$ cat src/rtl/reduction_array_stream.sv
// Streaming per-channel matrix reducer: one column per beat, valid/ready both sides.
// Build option: define SATURATE_EN to clamp results and drive overflow; default wraps.
module reduction_array_stream #(
   parameter int N_CH       = 10,
   parameter int DATA_WIDTH = 16,
   parameter int COL_HEIGHT = 2,
   parameter int N_COLS     = 4,
   parameter int ACC_WIDTH  = DATA_WIDTH + $clog2(COL_HEIGHT * N_COLS) + 1
) (
   input  logic                                          clk,
   input  logic                                          rst,
   input  logic                                          in_valid,
   output logic                                          in_ready,
   input  logic                                          in_last,
   input  logic [N_CH-1:0][COL_HEIGHT-1:0][DATA_WIDTH-1:0] column,
   output logic                                          out_valid,
   input  logic                                          out_ready,
   output logic [N_CH-1:0][DATA_WIDTH-1:0]               sum,
   output logic [N_CH-1:0]                               overflow
);

   localparam int CNT_W = (N_COLS > 1) ? $clog2(N_COLS) : 1;
   localparam logic [CNT_W-1:0] LAST_COL = CNT_W'(N_COLS - 1);

   typedef enum logic {ACCUM, HOLD} state_t;

   state_t state_q, state_d;

   logic signed [ACC_WIDTH-1:0] acc_q  [N_CH];
   logic signed [ACC_WIDTH-1:0] acc_n  [N_CH];
   logic signed [ACC_WIDTH-1:0] colsum [N_CH];

   logic [CNT_W-1:0]               col_cnt_q;
   logic [N_CH-1:0][DATA_WIDTH-1:0] sum_q, sum_d;
   logic                           beat, final_beat, drain;

`ifdef SATURATE_EN
   localparam logic signed [ACC_WIDTH-1:0] SMAX =
      {{(ACC_WIDTH-DATA_WIDTH+1){1'b0}}, {(DATA_WIDTH-1){1'b1}}};
   localparam logic signed [ACC_WIDTH-1:0] SMIN =
      {{(ACC_WIDTH-DATA_WIDTH+1){1'b1}}, {(DATA_WIDTH-1){1'b0}}};

   logic [N_CH-1:0] ovf_q, ovf_d;

   assign overflow = ovf_q;
`else
   assign overflow = '0;
`endif

   assign out_valid  = (state_q == HOLD);
   assign in_ready   = !out_valid || out_ready;
   assign beat       = in_valid && in_ready;
   assign drain      = out_valid && out_ready;
   assign final_beat = beat && (in_last || col_cnt_q == LAST_COL);
   assign sum        = sum_q;

   always_comb begin
      state_d = state_q;
      if (final_beat) begin
         state_d = HOLD;
      end else if (drain) begin
         state_d = ACCUM;
      end
   end

   // Accumulator is wide enough that neither colsum nor acc_n can wrap.
   always_comb begin
      for (int ch = 0; ch < N_CH; ch++) begin
         colsum[ch] = '0;
         for (int r = 0; r < COL_HEIGHT; r++) begin
            colsum[ch] = colsum[ch] +
               {{(ACC_WIDTH-DATA_WIDTH){column[ch][r][DATA_WIDTH-1]}},
                column[ch][r]};
         end
      end
   end

   always_comb begin
      sum_d = '0;
`ifdef SATURATE_EN
      ovf_d = '0;
`endif
      for (int ch = 0; ch < N_CH; ch++) begin
         acc_n[ch] = acc_q[ch] + colsum[ch];
`ifdef SATURATE_EN
         if (acc_n[ch] > SMAX) begin
            sum_d[ch] = SMAX[DATA_WIDTH-1:0];
            ovf_d[ch] = 1'b1;
         end else if (acc_n[ch] < SMIN) begin
            sum_d[ch] = SMIN[DATA_WIDTH-1:0];
            ovf_d[ch] = 1'b1;
         end else begin
            sum_d[ch] = acc_n[ch][DATA_WIDTH-1:0];
         end
`else
         sum_d[ch] = acc_n[ch][DATA_WIDTH-1:0];
`endif
      end
   end

   always_ff @(posedge clk) begin
      if (!rst) begin
         state_q   <= ACCUM;
         col_cnt_q <= '0;
         sum_q     <= '0;
`ifdef SATURATE_EN
         ovf_q     <= '0;
`endif
         for (int ch = 0; ch < N_CH; ch++) begin
            acc_q[ch] <= '0;
         end
      end else begin
         state_q <= state_d;
         if (beat) begin
            col_cnt_q <= final_beat ? '0 : col_cnt_q + 1'b1;
            for (int ch = 0; ch < N_CH; ch++) begin
               acc_q[ch] <= final_beat ? '0 : acc_n[ch];
            end
         end
         // Next matrix may finish in the same cycle the old result drains.
         if (final_beat) begin
            sum_q <= sum_d;
`ifdef SATURATE_EN
            ovf_q <= ovf_d;
`endif
         end
      end
   end

endmodule
$ cat config.mk
export PLATFORM = sky130hd
export DESIGN_NAME = reduction_array_stream
export DESIGN_NICKNAME = d
export VERILOG_FILES = /design/src/rtl/reduction_array_stream.sv
export SDC_FILE = /design/constraint.sdc
export NUM_CORES = 1
export LEC_CHECK = 0
export CORE_ASPECT_RATIO = 0.7
export CORE_MARGIN = 2
export CORE_UTILIZATION = 45
export CTS_CLUSTER_DIAMETER = 30
export DETAILED_ROUTE_END_ITERATION = 16
export PLACE_DENSITY = 0.77
export SLEW_MARGIN = 20
export SYNTH_ARGS = -nofsm -noshare
export SYNTH_HDL_FRONTEND = slang
export SYNTH_SLANG_ARGS = --single-unit
export TNS_END_PERCENT = 20
$ cat constraint.sdc
create_clock -name clk -period 15.6 [get_ports clk]
set_input_delay 3.12 -clock clk [delete_from_list [all_inputs] [get_ports clk]]
set_output_delay 3.12 -clock clk [all_outputs]
set_load 0.05 [all_outputs]
Word level (Yosys, flattened, before mapping)
Memories as Yosys holds them, arrays and structs flattened.
Cells that the tools add are included.
- register bits: 163
- bits in writable memories: 200
- bits of input ports: 325
- output and inout port bits: 172
- word-level logic and storage cells: 79
- memories kept: 1
- memory list (name ; words ; bits a word ; read ports ; clocked after memory_dff ; write ports ; line ; source):
    acc_q ; 10 ; 20 ; 10 ; 0 ; 10 ; 29 ; logic signed [ACC_WIDTH-1:0] acc_q [N_CH];
- $add $sub $neg: 21
- eq/ne operators: 1
- muxes and demuxes: 27
- bitwise gates (word level): 10
- reduce and logical (&&, ||, !) cells: 7
- operators with widths (kind ; number):
    $mux 20 ; 20
    $add 20x17->20 ; 10
    $add 16x16->17 ; 10
    $or 1x1->1 ; 10
    $mux 1 ; 6
    $logic_and 1x1->1 ; 3
    $add 2x1->2 const B ; 1
    $eq 2x2->1 const B ; 1
    $logic_or 1x1->1 ; 2
    $mux 2 ; 1
    $reduce_bool 2->1 ; 1
    $logic_not 1->1 ; 1

Logic depth before layout (Yosys ltp)
Gate-level depths: netlist of the first run.
- depth in word-level cells: 7
- mapped depth: 12
- mapped depth without buffers: 12

Least setup slack after synthesis of the first run
OpenSTA, ideal clock, no wires.
- path type: in2reg
- start: input port out_ready
- end: memory acc_q[0][0] (netlist name), enable pin
- library setup time: 1.330 ns
- arrival time: 6.471 ns
- required time: 14.270 ns
- setup slack: 7.799 ns
- cell stages on the path: 3
- path buffers: 0
- path through: nand2b_1 nand2_1 nand2_1
- RTL lines (what ; line ; source):
    start, declared ; 17 ; input logic out_ready,
    end, declared ; 29 ;

Worst setup path after layout of the first run
- start: input port out_ready
- end: output port in_ready
- longest elaborated chain between the ends: 1
- ends and longest elaborated chain (what ; line ; source):
    $logic_or 1x1->1 ; 51 ; assign in_ready = !out_valid || out_ready;
    end, declared ; 13 ; output logic in_ready,
Every way passes these cells.

==> results.cfg, run 1 <==
[timing]
clock_skew_ns = 0.02678
slew_headroom = 0.2662
worst_slew_pin_slew_ns = 1.101
rsz0062_at_grt = no
setup_ws_ns = 7.742
fin_crit_ns = 7.858
finalHoldViolations = 0
setup_viol = 0
fin_crit_sh = 0.5037
tns_ns = 0
drv_slew = 0
max_freq_mhz = 127.3
whs_ns = 0.4530

[setup_path]
r2r_start = acc_q[9][1]
crit_type = primary input to output port
r2r-end = acc_q[9][15]
cp-endpoint = in_ready
crit_path_end_kind = output port
start_kind = primary input
rr_worst_depth = 10
crit_chain = clkdlybuf4s50_1 -> nand2b_1 -> clkdlybuf4s50_1
r2r_slack_ns = 12.25
slowest_delay_ns = 0.88
cp.required_ns = 12.48
crit_fanout = 6
worst_path_max_delay_cell = clkdlybuf4s50_1
crit_path_start = out_ready
crit_top_cell = clkdlybuf4s50_1
cp.arrival_ns = 4.74

[placed_design]
port-buffer-count = 486
dp_slack_ns = 7.740
place_congestion = 0.9374
hpwlAfterDp_um = 51180

[synth]
syn_area_per_cell_um2 = 9.854
seq_area_frac_synth = 0.3680
ys_warn_count = 0
syn_inst = 2225
async_reset_ff_frac = 0
synth.distinct_cells = 67
syn-cell-area_um2 = 21920
synth_edf_count = 160
synth-main-ff-cell = dfxtp_1
ys_ff_latch = 323

[hold_path]
hp-class = flop to flop

[routing]
first_pass_iters = 6
drtIter0Drc = 1453
wl_um = 70780
drtAntennaViolNets = 0
via_per_inst = 5.670
dr_total_vias = 19390
drc = 0
wl_per_cell_um = 20.70

[global_route]
grt_max_degree = 82
grt_usage = 0.2795
antenna_found_initial = 9
grt_pass1_wl_um = 110300
grt_pass1_vias = 20070
overflow = 0

[power_and_ir_drop]
p_leak_nw = 12.05
combPwrFrac = 0.377
ir_drop_v = 0.0001276
power_density_nw_per_um2 = 138.3
sw_frac_of_total = 0.3663
clkPwrFrac = 0.366
p_sw_mw = 1.508
pwr-share-seq = 0.257
internal_power_mw = 2.609

[die]
die_y_um = 188.7
dieArea_um2 = 50530
dieWidth_um = 267.8
io_pins = 497
coreArea_um2 = 47950
start_util = 0.4572
row_count = 67

[clocking]
cts_setup_buffers = 0
numCtsBuffers = 72
hold_buffers = 0
cts_tree = yes
numClockSinks = 323
cts_resized = 0
cts.path.max_buffers = 3
clkTransAtPathRegs_ns = 0.04
clock-root-buffer = clkbuf_16
cts_max_level = 3
clk_latency_ns = 0.59

[outcome]
status = finished, final reports clean

[cells_and_area]
syn_to_final_growth_pct = 35.82
drive_gt1_frac = 0.05467
nNetsFinal = 3332

[flow_run]
cap_violations = 0
==> power groups by stage <==
stage | Sequential (mW) | Combinational [mW] | Clock (mW)
6_report | 1.06 | 1.55 | 1.51
5_1_grt | 1.07 | 1.70 | 1.56
4_1_cts | 1.06 | 1.54 | 1.52
3_5_place_dp | 1.07 | 1.52 | 0
3_3_place_gp | 1.07 | 1.47 | 0
2_1_floorplan | 1.25 | 0.874 | 0
==> logic make-up (layout without fill, tap and decap cells) <==
logic type	Yosys count	count (layout)	share of synthesized area
simple gates	734	734	0.1580
other cells	1	12	0.0001710
flops	323	323	0.3680
xor+xnor	95	95	0.03795
buf+inv	197	725	0.03555
compound gates	568	568	0.1711
mux	6	6	0.002739
fa+ha+maj	301	301	0.2266
==> worst min-delay path by stage <==
stage	startpoint	to	slack [ns]	depth (start not counted)
after floorplan	col_cnt_q[0]	col_cnt_q[0]	0.45	1
after global placement	sum[58]	sum[58]	0.44	2
after detailed placement	sum[151]	sum[151]	0.45	2
after CTS	sum[151]	sum[151]	0.45	2
after global routing	sum[103]	sum[103]	0.47	2
final	sum[151]	sum[151]	0.45	2
==> layer usage <==
metal	share of wire	wire length (µm)	vias up	track usage
met4	0.026	1808	12	0.08681
met1	0.41	28940	9416	0.3550
met5	0.0012	84	-	0
li1	-	-	8986	-
met3	0.088	6232	151	0.07240
met2	0.48	33710	822	0.4666
==> critical path: cells and delay by family <==
kind / cells / cell delay, ns
simple gates: 1 / 0.29
buf+inv: 2 / 1.32
==> cell type report <==
type | instances | area (µm²)
fillers | 3878 | 18170
multi-input cells | 1714 | 13160
flip-flops and latches | 323 | 8068
repair buffers | 499 | 4960
clock buffers | 91 | 1986
well taps | 655 | 819.5
clock inverters | 39 | 421.7
inverters | 96 | 362.8
diodes | 2 | 5.005
==> cells in the final DEF (no fill, tap or decap), types with 15 or more instances in the layout <==
| cell type | n |
|---|---|
| clkdlybuf4s50_1 | 485 |
| and3_1 | 29 |
| clkbuf_16 | 74 |
| ha_1 | 141 |
| fa_1 | 160 |
| a21o_1 | 49 |
| nor3_1 | 64 |
| xnor2_1 | 51 |
| dfxtp_1 | 163 |
| xor2_1 | 44 |
| o21a_1 | 62 |
| edfxtp_1 | 160 |
| o211ai_1 | 18 |
| a211oi_1 | 47 |
| nor2_1 | 237 |
| nor2b_1 | 16 |
| inv_1 | 95 |
| or3_1 | 24 |
| nand2_1 | 155 |
| and2_1 | 36 |
| o21ai_0 | 111 |
| a21oi_1 | 150 |
| nand3_1 | 95 |
| o21bai_1 | 15 |
==> stage by stage <==
step / instance area [µm²] / util / cells / total power [mW]
after global routing: 29770 / 0.6209 / 3417 / 4.325
after detailed placement: 27370 / 0.5707 / 3287 / 2.586
final: 29780 / 0.6210 / 3419 / 4.117
after floorplan: 21960 / - / 2234 / 2.121
after global placement: 27370 / 0.5707 / 3287 / 2.534
after CTS: 29770 / 0.6209 / 3417 / 4.117
==> registers in the layout, summed over array words and instances (netlist names) <==
| signal | count |
|---|---|
| out_valid | 1 |
| acc_q | 160 |
| col_cnt_q | 2 |
| sum | 160 |
==> cells in the mapped netlist (14+ instances only) <==
library cell  number  area [µm²]
nor2_1           239       897.1
dfxtp_1          163        3263
edfxtp_1         160        4805
fa_1             160        3203
nand2_1          156       585.6
a21oi_1          150       750.7
ha_1             141        1764
o21ai_0          111       555.5
inv_1             96       360.4
nand3_1           96       480.5
clkbuf_1          74       277.8
nor3_1            65       325.3
o21a_1            62       465.5
xnor2_1           51       446.7
a21o_1            49       367.9
a211oi_1          47       352.8
xor2_1            44       385.4
and2_1            36       225.2
and3_1            30       187.7
or3_1             25       156.4
o211ai_1          18       135.1
nor2b_1           16       100.1
buf_1             15       56.30
o21bai_1          15       112.6
a31oi_1           14       87.58
o31a_1            14       122.6
Power figures use the tool's default switching activity.
==> run 2: changes to the inputs <==
Clock period 15.6 ns to 8.2 ns, I/O delays scaled along.
==> run 2 against run 1 <==
  * Worst hold slack better by 0.0037 ns
  * Global-route usage is 0.15 points higher
  * Cell count is 0.47% higher
  * Combinational power is 90% higher
  * Via count is 0.78% higher
  * Critical path type unchanged
==> results.cfg, run 2 (same netlist as run 1, synthesis figures left out) <==
[cells_and_area]
n_fill_cell = 3812
final_cell_mix = clkdlybuf4s50_1, nor2_1, dfxtp_1
multiInputGateArea_um2 = 13160
regArea_um2 = 8068
nNetsFinal = 3336
drive_gt1_frac = 0.05914
syn_to_final_growth_pct = 37.39
final_common_cell = clkdlybuf4s50_1

[timing]
clock_skew_ns = 0.02702
rsz0062_at_grt = no
setup_ws_ns = 3.299
fin_crit_sh = 0.5977
slew_headroom = 0.3773
fin_crit_ns = 4.901
drv_slew = 0
setup_viol = 0
worst_slew_pin_slew_ns = 0.9331
tns_ns = 0
max_freq_mhz = 204.0
finalHoldViolations = 0

[clocking]
cts_tree = yes
clkTransAtPathRegs_ns = 0.04
cts_resized = 0
numClockSinks = 323
clock-root-buffer = clkbuf_16
hold_buffers = 0
clk_latency_ns = 0.60
cts.path.max_buffers = 3
cts_setup_buffers = 0
cts_max_level = 3
numCtsBuffers = 76

[setup_path]
r2r_slack_ns = 4.91
crit_top_cell = clkdlybuf4s50_1
r2r_start = acc_q[6][0]
critPathTopFamily = buffers and inverters
crit_path_end_kind = output port
path_buf_inv = 2
r2r-end = acc_q[6][15]
rr_worst_depth = 12
cp.arrival_ns = 3.26
start_kind = primary input
crit_fanout = 6
crit_path_start = out_ready
cp.required_ns = 6.56
crit_type = primary input to output port
slowest_delay_ns = 0.87
crit_chain = clkdlybuf4s50_1 -> nand2b_1 -> clkdlybuf4s50_1
worst_path_max_delay_cell = clkdlybuf4s50_1

[global_route]
overflow = 0
grt_max_degree = 112
grt_pass1_wl_um = 110500
antenna_found_initial = 12
grt_usage = 0.2810
grt_pass1_vias = 19820

[power_and_ir_drop]
ir_drop_v = 0.0002153
p_leak_nw = 12.20
power_density_nw_per_um2 = 271.3

[hold_path]
hp-class = flop to flop
hold_path_depth = 2
hp-start = sum[103]
hold_end = sum[103]

[routing]
dr_total_vias = 19540
wl_per_cell_um = 20.84
drtAntennaViolNets = 0
via_per_inst = 5.688
drtIter0Drc = 1427
wl_um = 71600
drc = 0
first_pass_iters = 7

[die]
dieWidth_um = 267.8
io_pins = 497
dieArea_um2 = 50530
start_util = 0.4572
row_count = 67
die_y_um = 188.7
coreArea_um2 = 47950

[placed_design]
hpwlAfterDp_um = 51730
port-buffer-count = 486
place_congestion = 0.9313
dp_slack_ns = 3.140

[outcome]
status = finished, final reports clean

[flow_run]
cap_violations = 0
[run 2: worst max-delay path by stage]
stage                         to  slack, ns  cells past startpoint
finish                  in_ready       3.30                      3
floorplan            acc_q[0][0]       1.88                      3
CTS                     in_ready       3.29                      3
global route            in_ready       3.25                      3
global placement    acc_q[9][15]       3.28                     11
detailed placement  acc_q[6][15]       3.14                     13
[run 2: power by group]
| group | total (mW) | switching (mW) | internal (mW) |
|---|---|---|---|
| combinational | 2.95 | 1.78 | 1.17 |
| clock | 3.20 | 1.01 | 2.20 |
| sequential | 2.02 | 0.107 | 1.91 |
[run 2: layer usage]
metal  global-route usage  part of all wire  routed length, µm  up-vias
li1                     -                 -                  -     9014
met1               0.3562              0.41              29330     9504
met2               0.4595              0.47              33470      844
met3              0.08312             0.093               6634      166
met4              0.09282             0.029               2095       10
met5                    0           0.00091                 65        -
[run 2: metrics by stage]
| step | cells | util | instance area (µm²) | hold slack (ns) | power [mW] |
|---|---|---|---|---|---|
| 2_1_floorplan | 2234 | - | 21960 | 0.4546 | 4.036 |
| 3_3_place_gp | 3286 | 0.5708 | 27370 | 0.4389 | 4.834 |
| 3_5_place_dp | 3286 | 0.5708 | 27370 | 0.4471 | 4.925 |
| 4_1_cts | 3427 | 0.6273 | 30080 | 0.4572 | 8.173 |
| 5_1_grt | 3431 | 0.6280 | 30110 | 0.4763 | 8.575 |
| 6_report | 3435 | 0.6282 | 30120 | 0.4567 | 8.172 |
[run 2: final cells by class]
cell class	count	area share
Timing Repair Buffer	499	0.1657
Inverter	96	0.01205
Multi-Input combinational cell	1714	0.4368
Antenna cell	7	0.0005815
Tap cell	655	0.02721
Sequential cell	323	0.2678
Clock buffer	93	0.06974
Clock inverter	48	0.02010
[run 2: worst register-to-register path: cells and delay by family (launching register included)]
family | cells | cell delay (ns)
adder cells (fa/ha/maj) | 3 | 1.12
flip-flops | 1 | 0.32
AND/OR/NAND/NOR | 1 | 0.24
AO/OA/AOI/OAI | 5 | 1.24
buffers and inverters | 3 | 0.23
